## src/rtl/pwm_dec_pkg.sv

```systemverilog
// Shared types and helpers for the PWM sample decoder.
package pwm_dec_pkg;

  // Decoder state machine encoding.
  typedef enum logic [1:0] {
    ST_WAIT_EDGE = 2'd0,
    ST_MEASURE   = 2'd1,
    ST_STUCK     = 2'd2
  } pwm_state_e;

  // Default stuck timeout: two nominal PWM periods of 2^w cycles.
  function automatic int default_timeout(input int w);
    return 2 ** (w + 1);
  endfunction

  // Clamp a value to the largest unsigned number representable in w bits.
  function automatic logic [31:0] sat_to_width(input logic [31:0] val, input int w);
    logic [31:0] max_v;
    max_v = (32'd1 << w) - 32'd1;
    if (val > max_v) begin
      return max_v;
    end else begin
      return val;
    end
  endfunction

endpackage

```

## src/rtl/pwm_in_sync.sv

```systemverilog
// Input conditioning for the PWM decoder: 2-flop synchronizer, optional
// 3-sample majority glitch filter (enabled by PWM_DEC_GLITCH_FILTER_EN),
// and rising-edge detection. `rise` is combinational so that the decoder's
// output register is the only stage after the synchronizer/filter.
module pwm_in_sync (
  input  logic clk1,
  input  logic reset,
  input  logic pwm_in,
  output logic pwm_s,
  output logic rise
);

  logic sync1_q;
  logic sync2_q;
  logic prev_q;
  logic filt_s;

  // Two-stage synchronizer for the asynchronous PWM pin.
  always_ff @(posedge clk1) begin
    if (reset) begin
      sync1_q <= 1'b0;
      sync2_q <= 1'b0;
    end else begin
      sync1_q <= pwm_in;
      sync2_q <= sync1_q;
    end
  end

`ifdef PWM_DEC_GLITCH_FILTER_EN
  logic [2:0] hist_q;

  // Majority of three samples; a single odd sample never wins.
  function automatic logic maj3(input logic [2:0] v);
    return (v[0] & v[1]) | (v[0] & v[2]) | (v[1] & v[2]);
  endfunction

  // Three-sample history of the synchronized input for the majority vote.
  always_ff @(posedge clk1) begin
    if (reset) begin
      hist_q <= 3'b000;
    end else begin
      hist_q <= {hist_q[1:0], sync2_q};
    end
  end

  assign filt_s = maj3(hist_q);
`else
  assign filt_s = sync2_q;
`endif

  // Previous conditioned level, used for rising-edge detection.
  always_ff @(posedge clk1) begin
    if (reset) begin
      prev_q <= 1'b0;
    end else begin
      prev_q <= filt_s;
    end
  end

  assign pwm_s = filt_s;
  assign rise  = filt_s & ~prev_q;

endmodule

```

## src/rtl/pwm_sample_decoder.sv

```systemverilog
// PWM sample decoder: measures the high time of each PWM period and emits
// it as a `width`-bit sample over a single-entry valid/ready buffer.
// A missing rising edge for TIMEOUT cycles enters STUCK, which re-emits the
// rail value (0 or full scale) every TIMEOUT cycles until edges return.
// Optional feature macro: PWM_DEC_GLITCH_FILTER_EN (majority glitch filter
// in pwm_in_sync; adds 2 cycles of latency).
module pwm_sample_decoder
  import pwm_dec_pkg::*;
#(
  parameter int width   = 12,
  parameter int TIMEOUT = default_timeout(width)
) (
  input  logic             clk1,
  input  logic             reset,
  input  logic             pwm_in,
  output logic [width-1:0] sample_out,
  output logic             sample_valid,
  input  logic             sample_ready,
  output logic             overrun,
  output logic             stuck
);

  localparam int PW = width + 2;
  localparam int HW = width + 1;
  localparam logic [PW-1:0]    P_ONE     = {{(PW-1){1'b0}}, 1'b1};
  localparam logic [PW-1:0]    P_TIMEOUT = PW'(TIMEOUT);
  localparam logic [HW-1:0]    H_ONE     = {{(HW-1){1'b0}}, 1'b1};
  localparam logic [HW-1:0]    H_MAX     = {HW{1'b1}};
  localparam logic [width-1:0] S_MAX     = {width{1'b1}};
  localparam logic [width-1:0] S_ZERO    = {width{1'b0}};

  logic pwm_s;
  logic rise;

  pwm_in_sync u_sync (
    .clk1   (clk1),
    .reset  (reset),
    .pwm_in (pwm_in),
    .pwm_s  (pwm_s),
    .rise   (rise)
  );

  pwm_state_e       state_q, state_d;
  logic [PW-1:0]    period_cnt_q, period_cnt_d;
  logic [HW-1:0]    high_cnt_q, high_cnt_d;
  logic [width-1:0] sample_q, sample_d;
  logic             valid_q, valid_d;
  logic             overrun_q, overrun_d;
  logic             stuck_q, stuck_d;

  logic             timeout_s;
  logic             emit_s;
  logic [width-1:0] emit_val_s;
  logic [width-1:0] rail_val_s;
  logic [31:0]      sat_s;

  assign timeout_s  = (period_cnt_q == P_TIMEOUT);
  assign sat_s      = sat_to_width(32'(high_cnt_q), width);
  assign rail_val_s = pwm_s ? S_MAX : S_ZERO;

  // State register.
  always_ff @(posedge clk1) begin
    if (reset) begin
      state_q <= ST_WAIT_EDGE;
    end else begin
      state_q <= state_d;
    end
  end

  // Next-state and emit decision; a rising edge beats a timeout.
  always_comb begin
    state_d    = state_q;
    emit_s     = 1'b0;
    emit_val_s = S_ZERO;
    case (state_q)
      ST_WAIT_EDGE: begin
        if (rise) begin
          state_d = ST_MEASURE;
        end else if (timeout_s) begin
          state_d    = ST_STUCK;
          emit_s     = 1'b1;
          emit_val_s = rail_val_s;
        end else begin
          state_d = ST_WAIT_EDGE;
        end
      end
      ST_MEASURE: begin
        if (rise) begin
          emit_s     = 1'b1;
          emit_val_s = width'(sat_s);
        end else if (timeout_s) begin
          state_d    = ST_STUCK;
          emit_s     = 1'b1;
          emit_val_s = rail_val_s;
        end else begin
          state_d = ST_MEASURE;
        end
      end
      ST_STUCK: begin
        if (rise) begin
          state_d = ST_MEASURE;
        end else if (timeout_s) begin
          emit_s     = 1'b1;
          emit_val_s = rail_val_s;
        end else begin
          state_d = ST_STUCK;
        end
      end
      default: begin
        state_d = ST_WAIT_EDGE;
      end
    endcase
  end

  // Counter next values. The period counter also restarts on timeout so
  // STUCK re-emits every TIMEOUT cycles.
  always_comb begin
    period_cnt_d = period_cnt_q + P_ONE;
    high_cnt_d   = high_cnt_q;
    if (rise || timeout_s) begin
      period_cnt_d = P_ONE;
    end else begin
      period_cnt_d = period_cnt_q + P_ONE;
    end
    if (rise) begin
      high_cnt_d = H_ONE;
    end else if (pwm_s && (high_cnt_q != H_MAX)) begin
      high_cnt_d = high_cnt_q + H_ONE;
    end else begin
      high_cnt_d = high_cnt_q;
    end
  end

  // Period and high-time counters.
  always_ff @(posedge clk1) begin
    if (reset) begin
      period_cnt_q <= {PW{1'b0}};
      high_cnt_q   <= {HW{1'b0}};
    end else begin
      period_cnt_q <= period_cnt_d;
      high_cnt_q   <= high_cnt_d;
    end
  end

  // Single-entry output buffer with overwrite-on-overrun.
  always_comb begin
    sample_d  = sample_q;
    valid_d   = valid_q;
    overrun_d = 1'b0;
    stuck_d   = (state_d == ST_STUCK);
    if (emit_s) begin
      sample_d  = emit_val_s;
      valid_d   = 1'b1;
      overrun_d = valid_q & ~sample_ready;
    end else if (valid_q && sample_ready) begin
      valid_d = 1'b0;
    end else begin
      valid_d = valid_q;
    end
  end

  // Registered outputs.
  always_ff @(posedge clk1) begin
    if (reset) begin
      sample_q  <= S_ZERO;
      valid_q   <= 1'b0;
      overrun_q <= 1'b0;
      stuck_q   <= 1'b0;
    end else begin
      sample_q  <= sample_d;
      valid_q   <= valid_d;
      overrun_q <= overrun_d;
      stuck_q   <= stuck_d;
    end
  end

  assign sample_out   = sample_q;
  assign sample_valid = valid_q;
  assign overrun      = overrun_q;
  assign stuck        = stuck_q;

endmodule

```

## config.mk

```make
export PLATFORM = sky130hd
export DESIGN_NAME = pwm_sample_decoder
export DESIGN_NICKNAME = d
export VERILOG_FILES = /design/src/rtl/pwm_dec_pkg.sv /design/src/rtl/pwm_in_sync.sv /design/src/rtl/pwm_sample_decoder.sv
export SDC_FILE = /design/constraint.sdc
export NUM_CORES = 1
export LEC_CHECK = 0
export ABC_AREA = 0
export BUFFER_PORTS_ARGS = -buffer_cell sky130_fd_sc_hd__buf_2
export CORE_MARGIN = 2
export CORE_UTILIZATION = 39
export CTS_CLUSTER_DIAMETER = 200
export DETAILED_ROUTE_END_ITERATION = 6
export PLACE_DENSITY = 0.61
export SLEW_MARGIN = 20
export SYNTH_ARGS = -nofsm -noshare
export SYNTH_HDL_FRONTEND = slang
export SYNTH_SLANG_ARGS = --single-unit
```

## constraint.sdc

```tcl
create_clock -name clk1 -period 3.63 [get_ports clk1]
set_input_delay 0.726 -clock clk1 [delete_from_list [all_inputs] [get_ports clk1]]
set_output_delay 0.726 -clock clk1 [all_outputs]
set_load 0.02 [all_outputs]
```

### Yosys cells after proc, flatten, opt, wreduce, memory -nomap -nowiden

Index checks and enable logic that the tools add are counted.

| storage, ports and cells | value |
|---|---|
| register bits | 47 |
| bits of input ports | 4 |
| output and inout port bits | 15 |
| word-level logic and storage cells | 57 |

| cells by class | value |
|---|---|
| add/sub/neg operators | 2 |
| magnitude comparators | 1 |
| equal/unequal tests | 5 |
| multiplexer cells | 22 |
| bitwise logic cells | 5 |
| reduce and logical (&&, ||, !) cells | 10 |

Operator list:

| cell | count |
|---|---|
| $mux W12 | 5 |
| $pmux W12 S2 | 1 |
| $add A14 B1 Y14 const B | 1 |
| $eq A14 B14 Y1 const B | 1 |
| $add A13 B1 Y13 const B | 1 |
| $gt A13 B12 Y1 const B | 1 |
| $ne A13 B13 Y1 const B | 1 |
| $mux W2 | 6 |
| $mux W1 | 8 |
| $reduce_or A2 Y1 | 4 |
| $pmux W2 S3 | 1 |
| $eq A2 B2 Y1 const B | 2 |
| $reduce_bool A2 Y1 | 2 |
| $not A1 Y1 | 3 |
| $and A1 B1 Y1 | 2 |
| $eq A2 B1 Y1 const B | 1 |
| $logic_and A1 B1 Y1 | 2 |
| $logic_not A2 Y1 | 1 |
| $pmux W1 S2 | 1 |
| $logic_or A1 B1 Y1 | 1 |

### Longest topological paths before layout

Gate-level depths: netlist of the first run.

| logic depth | value |
|---|---|
| depth after elaboration | 6 |
| depth in mapped cells | 8 |
| gate-level depth less buffers | 6 |

### Cells and area by module

Synthesis of the first run repeated with hierarchy kept, for this count alone.

| unflattened totals | value |
|---|---|
| cells, all modules | 230 |
| area total of the unflattened synthesis | 2140.8 um^2 |

Modules (own cells, without submodules):

| module | instances | cells an instance | area an instance (um^2) | seq. area each (um^2) |
|---|---|---|---|---|
| pwm_sample_decoder | 1 | 223 | 2053.2 | 880.8 |
| pwm_in_sync | 1 | 7 | 87.6 | 60.1 |

### Least setup slack after synthesis of the first run

OpenSTA, ideal clock, no wires.

| timing | value |
|---|---|
| path kind | flip-flop to flip-flop |
| start point | reg period_cnt_q[0] |
| end point | reg sample_q[4] (netlist: sample_out[4]) |
| setup time | 0.144 ns |
| arrival time | 1.496 ns |
| required time | 3.486 ns |
| path slack | 1.990 ns |
| cell stages (with the launch flop) | 9 |
| path buffers | 2 |
| clock period less this slack | 1.640 ns |
| cell sequence | dfxtp_1 -> inv_1 -> ha_1 -> and4bb_1 -> and4_1 -> buf_2 -> buf_4 -> nor3_1 -> a2111oi_2 |

| between the ends | value |
|---|---|
| cells in the longest elaborated chain, start to end | 4 |
| elaborated cells on any way between the ends | 9 |
| those cells by class | eq/ne (1); mux (8) |

RTL lines:

| what | line | source |
|---|---|---|
| from (decl) | pwm_sample_decoder.sv:44 | `logic [PW-1:0] period_cnt_q, period_cnt_d;` |
| from (signal assigned) | pwm_sample_decoder.sv:137 | `period_cnt_q <= {PW{1'b0}};` |
| from (signal assigned) | pwm_sample_decoder.sv:140 | `period_cnt_q <= period_cnt_d;` |
| $eq A14 B14 Y1 (*) | pwm_sample_decoder.sv:57 | `assign timeout_s = (period_cnt_q == P_TIMEOUT);` |
| $mux W12 or $mux W1 (tied branches) | pwm_sample_decoder.sv:79, pwm_sample_decoder.sv:91, pwm_sample_decoder.sv:102 |  |
| $mux W12 (tied with other cells) | pwm_sample_decoder.sv:100 | `if (rise) begin` |
| $pmux W12 S2 or $pmux W1 S2 (tied branches) | pwm_sample_decoder.sv:75 | `case (state_q)` |
| to (signal assigned) | pwm_sample_decoder.sv:170 | `sample_q <= sample_d;` |
| to (decl) | pwm_sample_decoder.sv:46 | `logic [width-1:0] sample_q, sample_d;` |

Mark *: on every way between the ends. The rest lies on a longest branch, timed or not.
A chain may end at the register's enable or synchronous reset.

### Worst setup path after layout of the first run

| timing | value |
|---|---|
| start point | reg period_cnt_q[2] |
| end point | reg sample_q[2] (netlist: sample_out[2]) |

Same word-level chain as after synthesis.

==> results of run 1 <==
-- cell families (layout without fill, tap and decap cells) --
kind of cell	Yosys count	count (layout)	synth area share (%)
xor gates and xnor gates	13	13	5.07
buffers and inverters	21	36	4.29
adders and majority gates	3	3	1.67
and+or+nand+nor	112	112	26.6
DFF	47	47	41.9
muxes	1	1	0.501
AOI/OAI and AO/OA	54	54	20.0
-- sequential cells by signal, indices dropped and copies added, names as in the netlist --
name / cells
u_sync.prev_q: 1
u_sync.sync1_q: 1
period_cnt_q: 14
high_cnt_q: 13
sample_valid: 1
sample_out: 12
stuck: 1
u_sync.pwm_s: 1
overrun: 1
state_q: 2
-- worst max-delay path: stages, from the launching register on --
cell and delay (ns):
dfxtp_1 0.37, nor4_2 0.39, and4_1 0.59, nor3_1 0.12, a2111oi_2 0.30
-- through the flow --
step                area, um^2  total power [uW]  hold slack [ns]
floorplan                 2250               605            0.414
global placement          2380               624            0.439
detailed placement        2380               625            0.440
CTS                       2480               971            0.461
global route              2480               997            0.481
finish                    2480               953            0.451
-- per-layer routing --
layer / vias to the layer above / wire (um) / track usage (%)
met2: 20 / 2160 / 27.2
met1: 885 / 2480 / 22.2
li1: 958 / - / -
met5: - / 0 / 0
met4: 0 / 44 / 5.59
met3: 4 / 105 / 3.73
-- report_power, final --
part / internal [uW] / switching [uW] / total, uW
Sequential: 528 / 11.4 / 539
Combinational: 25.6 / 47.0 / 72.5
Clock: 174 / 167 / 341
-- final cells by class --
class / instances / area [um^2]
fill: 564 / 3060
multi-input combinational: 183 / 1210
sequential: 47 / 941
timing repair buffer: 21 / 113
clock buffer: 8 / 100
tap: 72 / 90.1
inverter: 7 / 26.3
-- worst min-delay path by stage --
stage / startpoint / to / slack [ns] / depth (start not counted)
2_1_floorplan: u_sync.sync1_q$_SDFF_PP0_ / u_sync.pwm_s$_SDFF_PP0_ / 0.41 / 1
3_3_place_gp: u_sync.sync1_q$_SDFF_PP0_ / u_sync.pwm_s$_SDFF_PP0_ / 0.44 / 1
3_5_place_dp: u_sync.sync1_q$_SDFF_PP0_ / u_sync.pwm_s$_SDFF_PP0_ / 0.44 / 1
4_1_cts: u_sync.sync1_q$_SDFF_PP0_ / u_sync.pwm_s$_SDFF_PP0_ / 0.46 / 1
5_1_grt: u_sync.sync1_q$_SDFF_PP0_ / u_sync.pwm_s$_SDFF_PP0_ / 0.48 / 1
6_report: u_sync.sync1_q$_SDFF_PP0_ / u_sync.pwm_s$_SDFF_PP0_ / 0.45 / 1
-- placed cells by master (no fill, tap or decap), drive strengths merged, types with 5 or more instances in the layout --
| master | instances |
|---|---|
| nand4 | 7 |
| dfxtp | 47 |
| a21oi | 8 |
| buf | 21 |
| nor2 | 35 |
| or4 | 5 |
| o211ai | 14 |
| nor4 | 7 |
| o21ai | 8 |
| clkbuf | 8 |
| xnor2 | 11 |
| a2111oi | 13 |
| inv | 7 |
| nand3 | 8 |
| nand2 | 12 |
| nor3 | 21 |
==> flow_summary.toml, run 1 <==
[detailed_routing]
vias = 1867
drc = 0
post_drt_wl_per_cell_um = 14.2
firstDrtPassIters = 4
first_iter_violations = 106
drt-total-wl_um = 4800
routed_via_density = 5.52
antenna_left = 0

[sta]
worst_pin_slew_ns = 0.602
fin_skew_ns = 0.00484
finalCritPeriodShare_pct = 51.9
setup_tns_ns = 0
setup_violations = 0
timing.fmax_mhz = 530
relSlewSlack_pct = 59.5
period_minus_slack_ns = 1.89
setup_slack_ns = 1.74
slew_violations = 0
finalHoldViolations = 0
rsz0062_at_grt = "false"

[critical_path]
arrival_ns = 2.07
worstSetupStartpoint = "period_cnt_q[2]$_SDFF_PP0_"
worstPathRequired_ns = 3.82
r2r_start = "period_cnt_q[2]$_SDFF_PP0_"
regToRegSetupSlack_ns = 1.74
rr_worst_depth = 4
start_kind = "register"
critPathMaxFanout = 14
worstSetupPathType = "reg2reg"
rr_endpoint = "sample_out[2]$_SDFFE_PP0P_"
crit_end = "sample_out[2]$_SDFFE_PP0P_"
worstSetupEndpointType = "register"

[place]
port_buffers = 18
dp_cells = 330
gp_congestion = 0.828
place_ws_ns = 1.49
hpwl_um = 3320

[synth]
synthTopCellsByCount = "dfxtp_1, nor2_1, nor3_1"
synth.area.top_cells = "dfxtp_1, a2111oi_2, nor2_1"
synth_seq_area_share_pct = 41.9
synth.net_count = 258
yosys.area.top_type = "dfxtp_1"
ys.flop_type = "dfxtp_1"
syn_area_per_cell_um2 = 8.95
yosys.cell_types.count = 44
synth-edff-count = 0
synth_top_area_share_pct = 41.9
ys_seq_elements = 47
syn_inst = 251
synthArstFlopShare_pct = 0
synth_warnings = 0
netlist_area_um2 = 2250
yosysMostFrequentCell = "dfxtp_1"

[cts]
path_clk_slew_ns = 0.08
worstSkewPairLatency_ns = 0.29
postCtsSetupRepairBufs = 0
root_buffer = "clkbuf_8"
cts.path.max_buffers = 2
cts_resized = 0
numClockSinks = 47
cts_hold_buf = 0
htreeDepth = 2
cts_tree = "done"
numCtsBuffers = 5

[global_routing]
grt_max_degree = 23
antenna_found_initial = 0
grt_overflow = 0
grt_pass1_vias = 1817
grt_usage_pct = 16.8
grt_pass1_wl_um = 8480

[die]
ios = 19
rows = 27
start_util_pct = 40.6
die_y_um = 79.9
die-area_um2 = 6380
core_um2 = 5540
die_w_um = 79.9

[job]
max_cap_violations = 0

[pwr]
power.density_nw_per_um2 = 384
leakagePower_uw = 0.000833
ir_drop_mv = 0.182

[cells_and_area]
final_cell_count_no_fill = 338
final_core_util_pct = 44.8
antenna_cells = 0
final_layout_size_suffix_gt1_share_pct = 16.2
layout.nets = 272
area_growth_pct = 10.4

[outcome]
outcome = "completed"

[hold_path]
worstHoldPathType = "reg2reg"
Power figures use the tool's default switching activity.
==> run 2: changes to the inputs <==
==> constraint.sdc (replaced) <==
create_clock -name clk1 -period 1.79 [get_ports clk1]
set_input_delay 0.358 -clock clk1 [delete_from_list [all_inputs] [get_ports clk1]]
set_output_delay 0.358 -clock clk1 [all_outputs]
set_load 0.02 [all_outputs]
==> run 2 against run 1 <==
  * Critical path depth increased by 4
  * Largest power group unchanged
  * Clock skew increased by 0.0048 ns
  * Non-clock buffer count increased by 29
  * Via count increased by 12%
  * Utilization increased by 8.0 points
  * Critical path type unchanged
  * Power increased by 120%
  * Combinational power increased to 3.0 times the previous value
  * Critical endpoint is now sample_out[8]$_SDFFE_PP0P_
  * Fmax increased by 5.7%
  * Wire length increased by 22%
  * Worst setup slack got worse by 1.7 ns
==> flow_summary.toml, run 2 (synthesis results as in run 1) <==
[cts]
numClockSinks = 47
path_clk_slew_ns = 0.09
numCtsBuffers = 5
cts.path.max_buffers = 2
htreeDepth = 2
root_buffer = "clkbuf_8"
cts_tree = "done"
worstSkewPairLatency_ns = 0.31

[global_routing]
antenna_found_initial = 0
grt_usage_pct = 17.9
grt_pass1_wl_um = 8970
grt_pass1_vias = 1887
grt_overflow = 0
grt_max_degree = 21

[critical_path]
arrival_ns = 1.99
worstPathRequired_ns = 1.99
critPathMaxFanout = 5
rr_worst_depth = 8
r2r_start = "period_cnt_q[0]$_SDFF_PP0_"
worstSetupEndpointType = "register"
rr_endpoint = "sample_out[8]$_SDFFE_PP0P_"
regToRegSetupSlack_ns = 0.007
start_kind = "register"
worstSetupPathType = "reg2reg"

[sta]
slew_violations = 0
setup_violations = 0
finalHoldViolations = 0
finalCritPeriodShare_pct = 99.6
worst_hold_slack_ns = 0.277
setup_slack_ns = 0.00682
rsz0062_at_grt = "true"
fin_skew_ns = 0.00964
period_minus_slack_ns = 1.78
relSlewSlack_pct = 66.5
timing.fmax_mhz = 561
worst_pin_slew_ns = 0.489

[cells_and_area]
final_core_util_pct = 52.8
top_register = "period_cnt_q"
layout_common_cells = "dfxtp_1, nor2_1, buf_4"
layout.nets = 302
final_common_cell = "dfxtp_1"
area_growth_pct = 30.2
n_fill_cell = 548
antenna_cells = 0
largest_reg_flops = 14
final_cell_count_no_fill = 368
final_layout_size_suffix_gt1_share_pct = 29.4

[place]
hpwl_um = 3800
place_ws_ns = -0.112
port_buffers = 18
gp_congestion = 0.844
dp_cells = 356

[detailed_routing]
drt-total-wl_um = 5840
post_drt_wl_per_cell_um = 15.9
drc = 0
first_iter_violations = 87
firstDrtPassIters = 6
routed_via_density = 5.70
vias = 2099
antenna_left = 0

[hold_path]
hp-start = "pwm_in"
hold_depth = 2
holdPathEnd = "u_sync.sync1_q$_SDFF_PP0_"
worstHoldPathType = "in2reg"

[die]
rows = 27
die_w_um = 79.9
die-area_um2 = 6380
ios = 19
core_um2 = 5540
die_y_um = 79.9
start_util_pct = 40.6

[job]
max_cap_violations = 0

[pwr]
leakagePower_uw = 0.00101
ir_drop_mv = 0.327
power.density_nw_per_um2 = 732

[outcome]
outcome = "completed"
run 2: cell types whose count changed in the layout (fill, tap and decap cells not counted), sizes merged:
cell	change
clkbuf	-1
bufinv	+1
a41o	+1
buf	+28
clkinv	+1
run 2: area by class of cell:
type	count	area [um^2]	area share [%]
tap	72	90.1	3.08
sequential	47	943	32.2
clock inverter	2	35.0	1.20
multi-input combinational	184	1390	47.4
timing repair buffer	50	360	12.3
inverter	7	26.3	0.898
clock buffer	6	82.6	2.82
run 2: layer usage:
layer | global-route usage [%] | wire, um | vias to the layer above
met3 | 3.51 | 194 | 14
met1 | 23.6 | 2750 | 1005
li1 | - | - | 1030
met4 | 6.61 | 88 | 0
met5 | 0 | 0 | -
met2 | 28.8 | 2810 | 50
run 2: power breakdown:
group	internal (uW)	switching, uW	leakage [uW]
Sequential	1070	21.2	0.000382
Clock	453	378	0.0000612
Combinational	88.1	129	0.000571
run 2: worst max-delay path by stage:
| stage | start | endpoint | slack (ns) | cells after the start |
|---|---|---|---|---|
| CTS | period_cnt_q[0]$_SDFF_PP0_ | sample_out[6]$_SDFFE_PP0P_ | 0.03 | 6 |
| global route | period_cnt_q[0]$_SDFF_PP0_ | sample_out[6]$_SDFFE_PP0P_ | -0.06 | 8 |
| floorplan | period_cnt_q[0]$_SDFF_PP0_ | sample_out[4]$_SDFFE_PP0P_ | 0.15 | 8 |
| finish | period_cnt_q[0]$_SDFF_PP0_ | sample_out[8]$_SDFFE_PP0P_ | 0.007 | 8 |
| detailed placement | period_cnt_q[0]$_SDFF_PP0_ | sample_out[0]$_SDFFE_PP0P_ | -0.11 | 6 |
| global placement | period_cnt_q[8]$_SDFF_PP0_ | sample_out[1]$_SDFFE_PP0P_ | -0.02 | 4 |
run 2: worst max-delay path: stages (launching register included):
cell       delay (ns)
dfxtp_2          0.34
inv_2            0.05
ha_4             0.14
and4bb_2         0.26
nand4_1          0.15
o21ai_1          0.07
buf_4            0.16
buf_12           0.14
a2111oi_4        0.35
run 2: metrics by stage:
step	power (uW)	cell area [um^2]	TNS [ns]
3_3_place_gp	1290	2590	-0.0665
3_5_place_dp	1290	2590	-0.806
2_1_floorplan	1230	2250	0
4_1_cts	2100	2710	0
5_1_grt	2220	2930	-0.235
6_report	2140	2930	0
run 2: repair_timing:
item / 4_1_cts / 5_1_grt
hold endpoints to repair: 0 / 0
endpoints found under the setup margin: 13 / 13
hold buffers: 0 / 0
buffers inserted: 0 / 2
gates resized for setup: 2 / 25
pin swaps: 0 / 4
cloned: 0 / 2
